`src/rtl/counter_step_ctrl.sv`:
```
`default_nettype none
// ============================================================================
//  Module   : counter_step_ctrl
//  Purpose  : Command sequencer for the 8-bit LED counter. Turns debounced
//             inc/dec/clear button levels into one-cycle step/clear pulses,
//             with hold-to-repeat, inc/dec conflict lockout and optional
//             saturation at 8'h00 / 8'hFF.
//  Revision : 1.0 - initial release
// ============================================================================
module counter_step_ctrl #(
    parameter int HOLD_CYCLES   = 50_000_000,
    parameter int REPEAT_CYCLES = 10_000_000,
    parameter bit SATURATE      = 1'b0
) (
    input  logic       clk,
    input  logic       reset_n,
    input  logic       inc_lvl,
    input  logic       dec_lvl,
    input  logic       clr_lvl,
    input  logic [7:0] count,
    output logic       inc_pulse,
    output logic       dec_pulse,
    output logic       clr_pulse,
    output logic       repeat_active
);

    localparam int c_MAX_CYCLES = (HOLD_CYCLES > REPEAT_CYCLES) ? HOLD_CYCLES : REPEAT_CYCLES;
    localparam int c_TIMER_W    = (c_MAX_CYCLES > 1) ? $clog2(c_MAX_CYCLES) : 1;
    localparam logic [c_TIMER_W-1:0] c_HOLD_LAST   = c_TIMER_W'(HOLD_CYCLES - 1);
    localparam logic [c_TIMER_W-1:0] c_REPEAT_LAST = c_TIMER_W'(REPEAT_CYCLES - 1);

    typedef enum logic [1:0] {
        S_IDLE    = 2'd0,
        S_HOLD    = 2'd1,
        S_REPEAT  = 2'd2,
        S_LOCKOUT = 2'd3
    } state_t;

    state_t                 r_state;
    logic [c_TIMER_W-1:0]   r_timer;
    logic                   r_dir_up;
    logic                   r_inc_prev;
    logic                   r_dec_prev;
    logic                   r_clr_prev;

    state_t                 w_state_nxt;
    logic [c_TIMER_W-1:0]   w_timer_nxt;
    logic                   w_dir_up_nxt;
    logic                   w_step;
    logic                   w_clr_cmd;
    logic                   w_inc_rise;
    logic                   w_dec_rise;
    logic                   w_clr_rise;
    logic                   w_active;
    logic                   w_opposite;
    logic [c_TIMER_W-1:0]   w_last;
    logic                   w_up_ok;
    logic                   w_dn_ok;

    assign w_inc_rise = inc_lvl & ~r_inc_prev;
    assign w_dec_rise = dec_lvl & ~r_dec_prev;
    assign w_clr_rise = clr_lvl & ~r_clr_prev;
    assign w_active   = r_dir_up ? inc_lvl : dec_lvl;
    assign w_opposite = r_dir_up ? dec_lvl : inc_lvl;
    assign w_last     = (r_state == S_HOLD) ? c_HOLD_LAST : c_REPEAT_LAST;
    // Saturation only masks the pulse; the FSM and timer behave as if it fired.
    assign w_up_ok    = !(SATURATE && (count == 8'hFF));
    assign w_dn_ok    = !(SATURATE && (count == 8'h00));

    // Next-state, timer and step decision; clear has absolute priority.
    always_comb begin
        w_state_nxt  = r_state;
        w_timer_nxt  = r_timer;
        w_dir_up_nxt = r_dir_up;
        w_step       = 1'b0;
        w_clr_cmd    = 1'b0;
        if (w_clr_rise) begin
            w_clr_cmd   = 1'b1;
            w_state_nxt = S_IDLE;
            w_timer_nxt = '0;
        end else if (clr_lvl) begin
            w_state_nxt = S_IDLE;
            w_timer_nxt = '0;
        end else begin
            case (r_state)
                S_IDLE: begin
                    if (w_inc_rise && !dec_lvl) begin
                        w_step       = 1'b1;
                        w_dir_up_nxt = 1'b1;
                        w_timer_nxt  = '0;
                        w_state_nxt  = S_HOLD;
                    end else if (w_dec_rise && !inc_lvl) begin
                        w_step       = 1'b1;
                        w_dir_up_nxt = 1'b0;
                        w_timer_nxt  = '0;
                        w_state_nxt  = S_HOLD;
                    end else if (w_inc_rise || w_dec_rise) begin
                        w_state_nxt  = S_LOCKOUT;
                    end
                end
                S_HOLD, S_REPEAT: begin
                    if (!w_active) begin
                        w_state_nxt = S_IDLE;
                        w_timer_nxt = '0;
                    end else if (w_opposite) begin
                        w_state_nxt = S_LOCKOUT;
                    end else if (r_timer == w_last) begin
                        w_step      = 1'b1;
                        w_timer_nxt = '0;
                        w_state_nxt = S_REPEAT;
                    end else begin
                        w_timer_nxt = r_timer + 1'b1;
                    end
                end
                S_LOCKOUT: begin
                    if (!inc_lvl && !dec_lvl) begin
                        w_state_nxt = S_IDLE;
                    end
                end
                default: begin
                    w_state_nxt = S_IDLE;
                    w_timer_nxt = '0;
                end
            endcase
        end
    end

    // State, edge-history and registered command outputs.
    always_ff @(posedge clk) begin
        if (!reset_n) begin
            r_state       <= S_IDLE;
            r_timer       <= '0;
            r_dir_up      <= 1'b1;
            // Edge history tracks the buttons even in reset, so a button held
            // through reset is not seen as a fresh press on release.
            r_inc_prev    <= inc_lvl;
            r_dec_prev    <= dec_lvl;
            r_clr_prev    <= clr_lvl;
            inc_pulse     <= 1'b0;
            dec_pulse     <= 1'b0;
            clr_pulse     <= 1'b0;
            repeat_active <= 1'b0;
        end else begin
            r_state       <= w_state_nxt;
            r_timer       <= w_timer_nxt;
            r_dir_up      <= w_dir_up_nxt;
            r_inc_prev    <= inc_lvl;
            r_dec_prev    <= dec_lvl;
            r_clr_prev    <= clr_lvl;
            inc_pulse     <= w_step &  w_dir_up_nxt & w_up_ok;
            dec_pulse     <= w_step & ~w_dir_up_nxt & w_dn_ok;
            clr_pulse     <= w_clr_cmd;
            repeat_active <= (w_state_nxt == S_REPEAT);
        end
    end

endmodule
`default_nettype wire

```
`config.mk`:
```
export PLATFORM = sky130hd
export DESIGN_NAME = counter_step_ctrl
export DESIGN_NICKNAME = d
export VERILOG_FILES = /design/src/rtl/counter_step_ctrl.sv
export SDC_FILE = /design/constraint.sdc
export NUM_CORES = 1
export LEC_CHECK = 0
export CELL_PAD_IN_SITES_DETAIL_PLACEMENT = 1
export CELL_PAD_IN_SITES_GLOBAL_PLACEMENT = 2
export CORE_UTILIZATION = 39
export DETAILED_ROUTE_END_ITERATION = 12
export PLACE_DENSITY = 0.93
export SLEW_MARGIN = 10
export SYNTH_ARGS = -nofsm -noshare
export SYNTH_HDL_FRONTEND = slang
export SYNTH_SLANG_ARGS = --single-unit
```
`constraint.sdc`:
```
create_clock -name clk -period 3.9 [get_ports clk]
set_clock_uncertainty 0.1 [all_clocks]
set_input_delay 0.78 -clock clk [delete_from_list [all_inputs] [get_ports clk]]
set_output_delay 0.78 -clock clk [all_outputs]
set_load 0.01 [all_outputs]
```
==> metrics.txt <==
# TYPE chip_impl_metric gauge
chip_impl_metric{name="global_route.usage.met2",unit="%"} 30.6
chip_impl_metric{name="num_antenna_cells",unit=""} 0
chip_impl_info{name="grt_setup_unrepaired",value="no"} 1
chip_impl_metric{name="hpwl",unit="um"} 2870
chip_impl_metric{name="pin_count_of_the_biggest_net_entering_global_routing",unit=""} 28
chip_impl_metric{name="ios",unit=""} 17
chip_impl_info{name="timing.setup.critical_path_class",value="input port to flop"} 1
chip_impl_metric{name="drv_cap",unit=""} 0
chip_impl_metric{name="power.internal",unit="W"} 0.000536
chip_impl_metric{name="hold_fix_buffers_cts",unit=""} 0
chip_impl_metric{name="core_region_area",unit="um2"} 4750
chip_impl_metric{name="timing_worst_slew_pin_value",unit="ns"} 0.900
chip_impl_metric{name="setup_tns",unit="ns"} 0
chip_impl_metric{name="multiInputGateArea",unit="um2"} 1150
chip_impl_info{name="hp-class",value="flop to flop"} 1
chip_impl_metric{name="clock_sinks",unit=""} 36
chip_impl_metric{name="net-switching-power",unit="W"} 0.000201
chip_impl_metric{name="setup-violations-final",unit=""} 0
chip_impl_metric{name="final.fill_count",unit=""} 583
chip_impl_metric{name="drt-pass1-iter-count",unit=""} 4
chip_impl_metric{name="postCtsSetupRepairBufs",unit=""} 0
chip_impl_metric{name="maxSlewViolCount",unit=""} 0
chip_impl_metric{name="met1_usage",unit="%"} 21.5
chip_impl_metric{name="register_area",unit="um2"} 721
chip_impl_metric{name="clk-insertion-delay-late",unit="ns"} 0.29
chip_impl_metric{name="gp_congestion",unit=""} 0.778
chip_impl_metric{name="switching_share",unit="%"} 27.2
chip_impl_metric{name="start_util",unit="%"} 40.8
chip_impl_metric{name="drcViolationCount",unit=""} 0
chip_impl_metric{name="nets_finish",unit=""} 236
chip_impl_metric{name="warnings_synthesis",unit=""} 0
chip_impl_metric{name="share_seq_of_total_power",unit="%"} 51.9
chip_impl_metric{name="cp_data_arrival_time",unit="ns"} 2.92
chip_impl_info{name="cts_tree",value="done"} 1
chip_impl_metric{name="report.final.hold_viol_count",unit=""} 0
chip_impl_metric{name="fp.dieH",unit="um"} 72.5
chip_impl_metric{name="grt_util_all_layers",unit="%"} 17.8
chip_impl_metric{name="cts-buffers-inserted",unit=""} 5
chip_impl_metric{name="use_met3",unit="%"} 5.00
chip_impl_metric{name="worst_ep_required_time",unit="ns"} 4.02
chip_impl_metric{name="placement_rows",unit=""} 25
chip_impl_metric{name="ys_ff_latch",unit=""} 36
chip_impl_metric{name="clock_path_buffers",unit=""} 2
chip_impl_metric{name="synth_area",unit="um2"} 1940
chip_impl_metric{name="antenna_found_initial",unit=""} 0
chip_impl_metric{name="die_area",unit="um2"} 5260
chip_impl_metric{name="p_per_area",unit="nW/um2"} 342
chip_impl_metric{name="power.leakage",unit="nW"} 0.725
chip_impl_metric{name="h-tree-depth",unit=""} 2
chip_impl_metric{name="final.min_clock_period",unit="ns"} 2.80
chip_impl_metric{name="flow.area_growth_from_synthesis",unit="%"} 11.0
chip_impl_metric{name="grt_first_pass_wirelength",unit="um"} 7090
chip_impl_info{name="status",value="finished clean"} 1
chip_impl_metric{name="maxSlewHeadroom",unit="%"} 39.5
chip_impl_metric{name="syn_inst_count",unit=""} 207
chip_impl_metric{name="worst_case_vdd_ir_drop",unit="V"} 0.000182
chip_impl_metric{name="fin_util",unit="%"} 45.3
chip_impl_metric{name="min_period_over_period",unit="%"} 71.7
chip_impl_info{name="cts-root-buf",value="sky130_fd_sc_hd__clkbuf_8"} 1
chip_impl_metric{name="postRouteAntennaNets",unit=""} 0
chip_impl_metric{name="synth-edff-count",unit=""} 0
chip_impl_metric{name="max_freq",unit="GHz"} 0.358
chip_impl_metric{name="crit_path_max_fanout",unit=""} 27
chip_impl_metric{name="synth_async_sr_flop_share",unit="%"} 0
chip_impl_metric{name="ys_seq_area_share",unit="%"} 37.1
chip_impl_metric{name="port-buffer-count",unit=""} 8
chip_impl_metric{name="overflow",unit=""} 0
chip_impl_metric{name="cts-resized-gates",unit=""} 0
chip_impl_metric{name="route.vias.total",unit=""} 1537
chip_impl_metric{name="syn-num-nets",unit=""} 225
chip_impl_metric{name="drt_iter0_drc",unit=""} 74
chip_impl_metric{name="p_comb_share",unit="%"} 14.5
chip_impl_metric{name="post_route_cells_drive_above_1_share",unit="%"} 20.2
chip_impl_metric{name="via_per_inst",unit=""} 5.39
chip_impl_metric{name="number_of_global_route_vias_before_repair",unit=""} 1521
chip_impl_info{name="crit_path_start_kind",value="input port"} 1
chip_impl_metric{name="path_clk_slew",unit="ns"} 0.07
chip_impl_metric{name="drt-total-wl",unit="um"} 4110
chip_impl_metric{name="count_of_cell_types_in_the_netlist",unit=""} 50
chip_impl_info{name="grt-busiest-layer",value="met2"} 1
chip_impl_metric{name="power_frac_clock",unit="%"} 33.6
chip_impl_info{name="yosys_most_used_dff",value="sky130_fd_sc_hd__dfxtp_1"} 1
chip_impl_metric{name="detail_route.wl_per_cell",unit="um"} 14.4
chip_impl_info{name="critical_path.endpoint_type",value="flop"} 1
chip_impl_metric{name="postSynthAreaPerCell",unit="um2"} 9.37
chip_impl_metric{name="die_x",unit="um"} 72.5
-- layout make-up --
cell class | instances | area share [%]
timing repair buffer | 11 | 4.76
multi-input combinational | 160 | 53.6
clock buffer | 6 | 3.37
inverter | 4 | 0.697
clock inverter | 1 | 0.232
sequential | 36 | 33.4
tap | 67 | 3.89
-- cell usage in the layout (no fill, tap or decap), types with 2 or more instances in the layout --
cell,Yosys,layout
sky130_fd_sc_hd__dfxtp_1,36,36
sky130_fd_sc_hd__xor2_1,22,22
sky130_fd_sc_hd__nor2_2,20,20
sky130_fd_sc_hd__nand4_1,18,18
sky130_fd_sc_hd__nand2_1,12,12
sky130_fd_sc_hd__nor2_1,11,11
sky130_fd_sc_hd__clkdlybuf4s50_1,0,8
sky130_fd_sc_hd__nand3_1,7,7
sky130_fd_sc_hd__o21ai_0,6,6
sky130_fd_sc_hd__and3_1,5,5
sky130_fd_sc_hd__ha_1,5,5
sky130_fd_sc_hd__clkbuf_8,0,5
sky130_fd_sc_hd__inv_1,4,4
sky130_fd_sc_hd__and2_1,4,4
sky130_fd_sc_hd__a21oi_1,4,4
sky130_fd_sc_hd__nor3b_1,4,4
sky130_fd_sc_hd__and3_2,3,3
sky130_fd_sc_hd__buf_4,0,3
sky130_fd_sc_hd__nand2b_1,2,2
sky130_fd_sc_hd__nor2b_1,2,2
sky130_fd_sc_hd__nor4_2,2,2
sky130_fd_sc_hd__nor4bb_1,2,2
sky130_fd_sc_hd__nor3_1,2,2
sky130_fd_sc_hd__a31oi_1,2,2
sky130_fd_sc_hd__and4_1,2,2
-- Yosys cell counts, types with 2 or more instances --
library cell | instances | area (um2)
sky130_fd_sc_hd__buf_6 | 3 | 33.8
sky130_fd_sc_hd__nor4bb_1 | 2 | 20.0
sky130_fd_sc_hd__nand4_1 | 18 | 113
sky130_fd_sc_hd__xor2_1 | 22 | 193
sky130_fd_sc_hd__nor2_2 | 20 | 125
sky130_fd_sc_hd__and2_1 | 4 | 25.0
sky130_fd_sc_hd__nand2_1 | 12 | 45.0
sky130_fd_sc_hd__clkbuf_1 | 3 | 11.3
sky130_fd_sc_hd__nor4_2 | 2 | 25.0
sky130_fd_sc_hd__o21ai_0 | 6 | 30.0
sky130_fd_sc_hd__a31oi_1 | 2 | 12.5
sky130_fd_sc_hd__and3_2 | 3 | 22.5
sky130_fd_sc_hd__nand2b_1 | 2 | 12.5
sky130_fd_sc_hd__nor2b_1 | 2 | 12.5
sky130_fd_sc_hd__dfxtp_1 | 36 | 721
sky130_fd_sc_hd__a21oi_1 | 4 | 20.0
sky130_fd_sc_hd__inv_1 | 4 | 15.0
sky130_fd_sc_hd__nor3b_1 | 4 | 30.0
sky130_fd_sc_hd__and3_1 | 5 | 31.3
sky130_fd_sc_hd__nor2_1 | 11 | 41.3
sky130_fd_sc_hd__and4_1 | 2 | 17.5
sky130_fd_sc_hd__nor3_1 | 2 | 10.0
sky130_fd_sc_hd__ha_1 | 5 | 62.6
sky130_fd_sc_hd__nand3_1 | 7 | 35.0
-- path summary, 6_finish.rpt --
path                   start           to  slack, ns  depth (start not counted)
setup / recovery     inc_lvl  r_timer[25]       1.10                          7
hold / removal    r_clr_prev    clr_pulse       0.30                          1
hold reg to reg   r_clr_prev    clr_pulse       0.30                          1
setup reg to reg  r_state[1]  r_timer[25]       1.49                          8
-- worst max-delay path, cell delays in order --
cell and delay (ns):
sky130_fd_sc_hd__clkdlybuf4s50_1 0.69, sky130_fd_sc_hd__nand2b_1 0.21, sky130_fd_sc_hd__a211oi_2 0.22, sky130_fd_sc_hd__buf_4 0.33, sky130_fd_sc_hd__nand2_1 0.15, sky130_fd_sc_hd__or3_1 0.38
sky130_fd_sc_hd__a21oi_1 0.14
-- state kept, by name (all words and copies together), names as in the netlist --
name           cells
repeat_active      1
clr_pulse          1
r_dec_prev         1
r_dir_up           1
dec_pulse          1
r_clr_prev         1
r_timer           26
inc_pulse          1
r_state            2
r_inc_prev         1
-- logic make-up (layout without fill, tap and decap cells) --
kind of cell	count (synthesis)	in the layout	synth area share (%)
mux	2	2	1.10
compound gates	25	25	10.6
flops	36	36	37.1
xor+xnor	23	23	10.4
buf+inv	11	22	3.35
simple gates	105	105	34.2
fa+ha+maj	5	5	3.22
-- power groups by stage --
stage                     clock (W)  sequential, W  combinational, W
final                      0.000248       0.000382          0.000107
after global routing       0.000275       0.000383          0.000117
after CTS                  0.000256       0.000382          0.000107
after detailed placement          0       0.000390          0.000107
after global placement            0       0.000390          0.000106
after floorplan                   0       0.000389         0.0000825
-- per-stage QoR --
stage / instance area (um2) / instances / hold WS [ns] / total power [W] / setup WS (ns)
2_1_floorplan: 1940 / 207 / 0.272 / 0.000472 / 1.60
3_5_place_dp: 2080 / 278 / 0.285 / 0.000497 / 0.843
4_1_cts: 2150 / 285 / 0.295 / 0.000746 / 1.14
5_1_grt: 2150 / 285 / 0.315 / 0.000775 / 0.935
3_3_place_gp: 2080 / 278 / 0.280 / 0.000496 / 0.870
6_report: 2150 / 285 / 0.299 / 0.000737 / 1.10
-- metal layers --
layer | share of wire, % | wire length, um | vias to the layer above
li1 | - | - | 769
met1 | 47 | 1930 | 752
met2 | 49 | 2030 | 12
met3 | 2.4 | 97 | 4
met4 | 1.3 | 52 | 0
met5 | 0 | 0 | -
Note: power is estimated with default switching activity, not from simulation.
